`src/rtl/kgp_alu_pkg.sv`:
```
// Shared ALU definitions: shift direction codes, iterative-shifter state encoding
// and default operand widths.
package kgp_alu_pkg;

  localparam int WIDTH = 32;
  localparam int SHW   = 5;

  localparam logic DIR_LEFT  = 1'b0;
  localparam logic DIR_RIGHT = 1'b1;

  typedef enum logic [1:0] {
    ST_IDLE  = 2'd0,
    ST_SHIFT = 2'd1,
    ST_DONE  = 2'd2
  } state_e;

endpackage

```
`src/rtl/iter_shift_unit_if.sv`:
```
// Request/response bundle between the ALU sequencer (master) and the iterative
// shifter (slave).
interface iter_shift_unit_if #(
  parameter int WIDTH = kgp_alu_pkg::WIDTH,
  parameter int SHW   = kgp_alu_pkg::SHW
);

  logic             start_i;
  logic [WIDTH-1:0] in_i;
  logic [SHW-1:0]   s_i;
  logic             dir_i;
  logic             arith_i;
  logic             busy_o;
  logic             done_o;
  logic [WIDTH-1:0] out_o;

  modport master (
    output start_i, in_i, s_i, dir_i, arith_i,
    input  busy_o, done_o, out_o
  );

  modport slave (
    input  start_i, in_i, s_i, dir_i, arith_i,
    output busy_o, done_o, out_o
  );

endinterface

```
`src/rtl/shift_step.sv`:
```
// Single-position shift of a word: left, logical right or arithmetic right.
// Purely combinational; arith only matters for right shifts.
module shift_step #(
  parameter int WIDTH = kgp_alu_pkg::WIDTH
) (
  input  logic [WIDTH-1:0] val_i,
  input  logic             dir_i,
  input  logic             arith_i,
  output logic [WIDTH-1:0] val_o
);
  import kgp_alu_pkg::*;

  // one-bit shift; the vacated MSB takes the sign only for arithmetic right shifts
  always_comb begin
    val_o = val_i;
    case (dir_i)
      DIR_LEFT:  val_o = {val_i[WIDTH-2:0], 1'b0};
      DIR_RIGHT: val_o = {(arith_i & val_i[WIDTH-1]), val_i[WIDTH-1:1]};
      default:   val_o = val_i;
    endcase
  end

endmodule

```
`src/rtl/iter_shift_unit.sv`:
```
// Multi-cycle shifter: one bit position per clock under a start/busy/done
// handshake. The out register doubles as the working register during a shift.
module iter_shift_unit #(
  parameter int WIDTH = kgp_alu_pkg::WIDTH,
  parameter int SHW   = kgp_alu_pkg::SHW
) (
  input  logic              clk,
  input  logic              rst,
  iter_shift_unit_if.slave  bus
);
  import kgp_alu_pkg::*;

  state_e           state_q, state_d;
  logic [WIDTH-1:0] out_q, out_d;
  logic [WIDTH-1:0] step_s;
  logic [SHW-1:0]   count_q, count_d;
  logic             dir_q, dir_d;
  logic             arith_q, arith_d;
  logic             busy_q, busy_d;
  logic             done_q, done_d;

  shift_step #(.WIDTH(WIDTH)) u_step (
    .val_i   (out_q),
    .dir_i   (dir_q),
    .arith_i (arith_q),
    .val_o   (step_s)
  );

  // state, working register and handshake flags
  always_ff @(posedge clk or posedge rst) begin
    if (rst) begin
      state_q <= ST_IDLE;
      out_q   <= '0;
      count_q <= '0;
      dir_q   <= DIR_LEFT;
      arith_q <= 1'b0;
      busy_q  <= 1'b0;
      done_q  <= 1'b0;
    end else begin
      state_q <= state_d;
      out_q   <= out_d;
      count_q <= count_d;
      dir_q   <= dir_d;
      arith_q <= arith_d;
      busy_q  <= busy_d;
      done_q  <= done_d;
    end
  end

  // next-state logic; DONE accepts a new start just like IDLE for back-to-back issue
  always_comb begin
    state_d = state_q;
    out_d   = out_q;
    count_d = count_q;
    dir_d   = dir_q;
    arith_d = arith_q;
    case (state_q)
      ST_IDLE, ST_DONE: begin
        if (bus.start_i) begin
          out_d   = bus.in_i;
          count_d = bus.s_i;
          dir_d   = bus.dir_i;
          arith_d = bus.arith_i;
          state_d = (bus.s_i == '0) ? ST_DONE : ST_SHIFT;
        end else begin
          state_d = ST_IDLE;
        end
      end
      ST_SHIFT: begin
        out_d   = step_s;
        count_d = count_q - SHW'(1);
        if (count_q == SHW'(1)) begin
          state_d = ST_DONE;
        end else begin
          state_d = ST_SHIFT;
        end
      end
      default: state_d = ST_IDLE;
    endcase
    busy_d = (state_d == ST_SHIFT);
    done_d = (state_d == ST_DONE);
  end

  assign bus.busy_o = busy_q;
  assign bus.done_o = done_q;
  assign bus.out_o  = out_q;

endmodule

```
`src/flat_wrapper.sv`:
```
// flat-port wrapper written by rule: the top's interface ports become plain ports
module iter_shift_unit_flat import kgp_alu_pkg::*;
#(
  parameter int WIDTH = kgp_alu_pkg::WIDTH,
  parameter int SHW   = kgp_alu_pkg::SHW
)
  (clk, rst, bus_start_i, bus_in_i, bus_s_i, bus_dir_i, bus_arith_i, bus_busy_o, bus_done_o, bus_out_o);
  iter_shift_unit_if #(.WIDTH(WIDTH), .SHW(SHW)) bus_i ();
  input  logic clk;
  input  logic rst;
  input wire logic [$bits(bus_i.start_i)-1:0] bus_start_i;
  input wire logic [$bits(bus_i.in_i)-1:0] bus_in_i;
  input wire logic [$bits(bus_i.s_i)-1:0] bus_s_i;
  input wire logic [$bits(bus_i.dir_i)-1:0] bus_dir_i;
  input wire logic [$bits(bus_i.arith_i)-1:0] bus_arith_i;
  output wire logic [$bits(bus_i.busy_o)-1:0] bus_busy_o;
  output wire logic [$bits(bus_i.done_o)-1:0] bus_done_o;
  output wire logic [$bits(bus_i.out_o)-1:0] bus_out_o;
  assign bus_i.start_i = bus_start_i;
  assign bus_i.in_i = bus_in_i;
  assign bus_i.s_i = bus_s_i;
  assign bus_i.dir_i = bus_dir_i;
  assign bus_i.arith_i = bus_arith_i;
  assign bus_busy_o = bus_i.busy_o;
  assign bus_done_o = bus_i.done_o;
  assign bus_out_o = bus_i.out_o;
  iter_shift_unit #(.WIDTH(WIDTH), .SHW(SHW)) u_core (.clk(clk), .rst(rst), .bus(bus_i));
endmodule
```
`config.mk`:
```
export PLATFORM = sky130hd
export DESIGN_NAME = iter_shift_unit_flat
export DESIGN_NICKNAME = d
export VERILOG_FILES = /design/src/rtl/kgp_alu_pkg.sv /design/src/rtl/iter_shift_unit_if.sv /design/src/rtl/shift_step.sv /design/src/rtl/iter_shift_unit.sv /design/src/flat_wrapper.sv
export SDC_FILE = /design/constraint.sdc
export NUM_CORES = 1
export LEC_CHECK = 0
export BUFFER_PORTS_ARGS = -buffer_cell sky130_fd_sc_hd__clkbuf_2
export CORE_MARGIN = 4
export CORE_UTILIZATION = 45
export DETAILED_ROUTE_END_ITERATION = 7
export GPL_TIMING_DRIVEN = 0
export PLACE_DENSITY = 0.74
export SYNTH_ARGS = -nofsm -noshare
export SYNTH_HDL_FRONTEND = slang
export SYNTH_HIERARCHICAL = 1
export SYNTH_SLANG_ARGS = --single-unit
```
`constraint.sdc`:
```
create_clock -name clk -period 1.4 [get_ports clk]
set_clock_uncertainty 0.15 [all_clocks]
set_input_delay 0.07 -clock clk [delete_from_list [all_inputs] [get_ports clk]]
set_output_delay 0.07 -clock clk [all_outputs]
set_load 0.02 [all_outputs]
```
Word level (Yosys, flattened, before mapping)
Cells that the tools add are included.

word-level totals
  word-level logic and storage cells = 31
  output and inout bits = 34
  input bits = 42
  register bits = 43

operators by class
  add/sub/neg operators = 1
  eq/ne operators = 6
  reduce and logical (&&, ||, !) cells = 6
  mux-type cells = 9
  bitwise logic cells = 2

operator list
  kind                                               number
  case mux 32 bit (2 select lines)                   2
  2-to-1 mux 32 bit                                  1
  case mux 5 bit (2 select lines)                    1
  2-to-1 mux 2 bit                                   3
  == test 5 x 1 -> 1 bit (second input constant)     1
  logical NOT 5 bit                                  1
  2-to-1 mux 5 bit                                   1
  subtractor 5 x 1 -> 5 bit (second input constant)  1
  == test 2 x 1 -> 1 bit (second input constant)     2
  == test 2 bit (second input constant)              2
  case mux 2 bit (2 select lines)                    1
  AND reduction 2 bit                                2
  logical NOT 2 bit                                  1
  inequality test 2 bit (second input constant)      1
  nonzero test 2 bit                                 1
  OR reduction 2 bit                                 1
  bitwise AND 1 bit                                  1
  inverter 1 bit                                     1

Logic depth before layout (Yosys ltp)
  word-level depth = 5
  depth in mapped cells = 6

Hierarchy
Netlist, hierarchy kept.

modules (own cells, without submodules)
  module           area each (um2)  cells each  instances
  iter_shift_unit  2001.9           230         1
  shift_step       521.8            38          1

Least setup slack after synthesis
OpenSTA, ideal clock, no wires.

  kind = reg2reg
  start = register u_core.count_q[1]
  end = register u_core.busy_q, in the netlist u_core/bus.busy_o
  data required time = 1.096 ns
  buffers on the path = 0
  cell stages (with the launch flop) = 5
  data arrival time = 1.126 ns
  slack = -0.030 ns
  library setup time = 0.154 ns
  path through = dfrtp_1 inv_1 ha_1 nor4b_1 o22ai_1

on the way
  cells in the longest elaborated chain, start to end = 4

RTL lines
  what                             RTL line               source
  from (decl)                      iter_shift_unit.sv:16  logic [SHW-1:0] count_q, count_d;
  from (signal assigned)           iter_shift_unit.sv:42  count_q <= count_d;
  == test 5 x 1 -> 1 bit           iter_shift_unit.sv:72  if (count_q == SHW'(1)) begin
  2-to-1 mux 2 bit                 iter_shift_unit.sv:72
  case mux 2 bit (2 select lines)  iter_shift_unit.sv:57  case (state_q)
  == test 2 x 1 -> 1 bit           iter_shift_unit.sv:80  busy_d = (state_d == ST_SHIFT);
  via u_core.busy_d                iter_shift_unit.sv:19  logic busy_q, busy_d;
  to (signal assigned)             iter_shift_unit.sv:45  busy_q <= busy_d;
  to (decl)                        iter_shift_unit.sv:19

The timed path passes the listed nets, and every way through them passes these cells.
A chain may end at the register's enable or synchronous reset.

Worst setup path after layout
  start = register u_core.dir_q
  end = register u_core.out_q[7], in the netlist u_core/bus.out_o[7]

on the way
  cells in the longest elaborated chain, start to end = 3

RTL lines
  what                                  RTL line               source
  from (decl)                           iter_shift_unit.sv:17  logic dir_q, dir_d;
  from (signal assigned)                iter_shift_unit.sv:43  dir_q <= dir_d;
  inverter 1 bit                        shift_step.sv:16       case (dir_i)
  case mux 32 bit (2 select lines) (*)  shift_step.sv:16
  via u_core.step_s[7]                  iter_shift_unit.sv:15  logic [WIDTH-1:0] step_s;
  case mux 32 bit (2 select lines) (*)  iter_shift_unit.sv:57
  to (signal assigned)                  iter_shift_unit.sv:41  out_q <= out_d;
  to (decl)                             iter_shift_unit.sv:14  logic [WIDTH-1:0] out_q, out_d;

The timed path passes the listed nets; every way through them passes the cells marked *.

==> reports/summary.txt <==
Outcome -> complete, but fails checks
Failing checks -> setup timing
Wire per inst -> 14.6 µm
Net count after synthesis -> 312
TritonCTS clock tree -> done
Most used DFF post-synth -> dfrtp_1
Pins Over Slew Limit -> 0
Total GRT Usage -> 20.5%
Total CTS buffers -> 5
Vias/cell -> 5.18
Leak pwr -> 1.81 nW
R2R Setup Slk -> -0.009 ns
DR vias -> 2450
Number of synthesized flops with an enable pin -> 0
Ys Warns -> 6
Yosys cell types -> 32
Final-stage net count -> 446
Commonest non-fill, non-tap cells in the layout -> clkbuf_2, nand2_1, dfrtp_1
Required time of the critical path -> 1.41 ns
Final Cycle Share -> 101%
Share of async-settable or async-resettable flops after synthesis -> 100%
Met3 routed WL -> 386 µm
Htree depth -> 2
Drt pass-1 iters -> 4
Critical Path AT -> 1.42 ns
First-pass GRT wire length -> 11.7 mm
Area taken by multi-input logic gates -> 1360 µm²
Fmax -> 710 MHz
Post-synth design cell area -> 2520 µm²
DRT antenna net count -> 0
Final setup margin -> -0.00919 ns
R2r worst-path depth -> 5
Total power draw -> 0.00882 W
Top routing layer used -> met4
Ant diodes -> 0
Input/output buffers -> 75
Maximum number of pins on one net before global-route repair -> 31
IO Pins -> 76
Final Non-Filler Cells -> 473
Crit path max fanout -> 10
Power per cell area -> 2380 nW/µm²
GPL Wtd Cong -> 0.804
Crit end category -> flop
Final hold vios -> 0
DRC errors left -> 0
Routed wl met2 -> 3.48 mm
Die height -> 82.9 µm
Avg Cell Area, Syn -> 9.42 µm²
FF-to-FF End -> u_core/bus.out_o[7]
Worst vdd ir -> 1320 µV
Relative slew slack -> 77.9%
Core area -> 5470 µm²
Area delta synth->final -> 46.7%
Root Driver -> clkbuf_8
FF/Latch Area -> 1080 µm²
Die X -> 82.9 µm
Placed instance count -> 416
Crit path kind -> reg -> reg
RSZ-0062 raised after global routing -> true
Worst-margin pin slew -> 0.332 ns
Worst-path clk slew -> 0.08 ns
Crit path launch type -> flop
Post-DP HPWL -> 4.47 mm
Commonest non-fill, non-tap cell in the layout -> clkbuf_2
Hold Crit Endpoint -> u_core/state_q[0]
Gate count after technology mapping -> 268
Hold-critical path depth -> 4
Die area -> 6870 µm²
Initial antenna violation count -> 0
Worst skew pair latency -> 0.29 ns
Hold WC Path Type -> in -> reg
Grt ovf -> 0
Clock period minus worst slack -> 1.41 ns
Post-synthesis sequential area ratio -> 42.6%
CTS sink cnt -> 43
Layout filler cell count -> 447
Max-Cap Viols -> 0
Share of cells above drive strength 1 -> 42.4%
WL final -> 6.93 mm
Fin Hold WS -> 0.0652 ns
Clock Tree Buf Depth -> 2
Worst r2r src -> u_core/dir_q
HP Start -> bus_s_i[3]
Initial Util -> 46.1%
Setup Total Neg Slack -> -0.0171 ns
Std cell rows -> 27
First DRT Iteration DRCs -> 128
WL met1 -> 3.01 mm
Synth Register Bits -> 43
Final Setup Violations -> 2
Number of global-route vias before repair -> 2359
## cell usage after synthesis (all sizes together) (4+ instances only)
cell | n | share of area (%)
dfrtp | 43 | 43
buf | 21 | 6.1
inv | 4 | 0.59
mux2 | 30 | 17
nand2 | 72 | 11
a31oi | 32 | 7.9
nor2 | 33 | 5.2
nand3 | 5 | 0.99
## critical path, stage by stage (launching register included)
cell,delay [ns]
dfrtp_1,0.39
buf_6,0.14
buf_12,0.14
mux2_4,0.30
nand2_2,0.06
a31oi_1,0.09
## worst max-delay path by stage
stage / startpoint / to / slack, ns / depth (start not counted)
final: u_core/dir_q / u_core/bus.out_o[7] / -0.009 / 5
after global routing: u_core/state_q[0] / u_core/count_q[4] / -0.06 / 5
after CTS: u_core/count_q[2] / u_core/count_q[3] / 0.004 / 3
after detailed placement: u_core/state_q[0] / u_core/bus.out_o[4] / -0.06 / 4
after global placement: rst / u_core/bus.out_o[23] / -0.39 / 2
after floorplan: u_core/state_q[1] / u_core/count_q[4] / 0.04 / 5
## area by class of cell
type	count	area share, %
inverters	4	0.406
flip-flops and latches	43	29.1
plain buffers	22	5.65
multi-input cells	199	36.7
repair buffers	127	23.7
clock buffers	6	1.96
well taps	72	2.43
## state kept, by name, summed over array words and instances, names as in the netlist
signal and count:
u_core/bus.busy_o 1, u_core/count_q 5, u_core/state_q 2, u_core/bus.out_o 32
u_core/dir_q 1, u_core/bus.done_o 1, u_core/arith_q 1
## what timing repair did
action,CTS,global route
setup buffers,4,7
hold buffers,40,0
endpoints found under the setup margin,24,40
endpoints found under the hold margin,84,0
pin swaps,1,4
resized for setup,11,37
## cell families after synthesis
| group | share of synthesized area (%) |
|---|---|
| fa+ha+maj | 0.991 |
| compound gates | 11.0 |
| mux | 17.8 |
| simple gates | 20.7 |
| buf+inv | 6.89 |
| flops | 42.6 |
## per-stage QoR
step	util [%]	worst slack, ns	area (µm²)
6_report	67.6	-0.00919	3700
3_5_place_dp	55.1	-0.0629	3020
5_1_grt	67.6	-0.0631	3700
2_1_floorplan	-	0.0412	2530
4_1_cts	65.0	0.00427	3560
3_3_place_gp	54.7	-0.389	3000
## power breakdown
group	switching, W	internal (W)	total [W]
combinational	0.00269	0.00279	0.00548
sequential	0.000699	0.00189	0.00259
clock	0.000407	0.000334	0.000740
total	0.00380	0.00502	0.00882
## routing by layer
| layer | GRT usage (%) | vias up |
|---|---|---|
| met5 | 0 | - |
| met4 | 4.61 | 0 |
| met3 | 4.76 | 6 |
| met2 | 33.7 | 86 |
| met1 | 27.6 | 1169 |
| li1 | - | 1189 |
No activity file was read; power rests on OpenSTA's default activity.
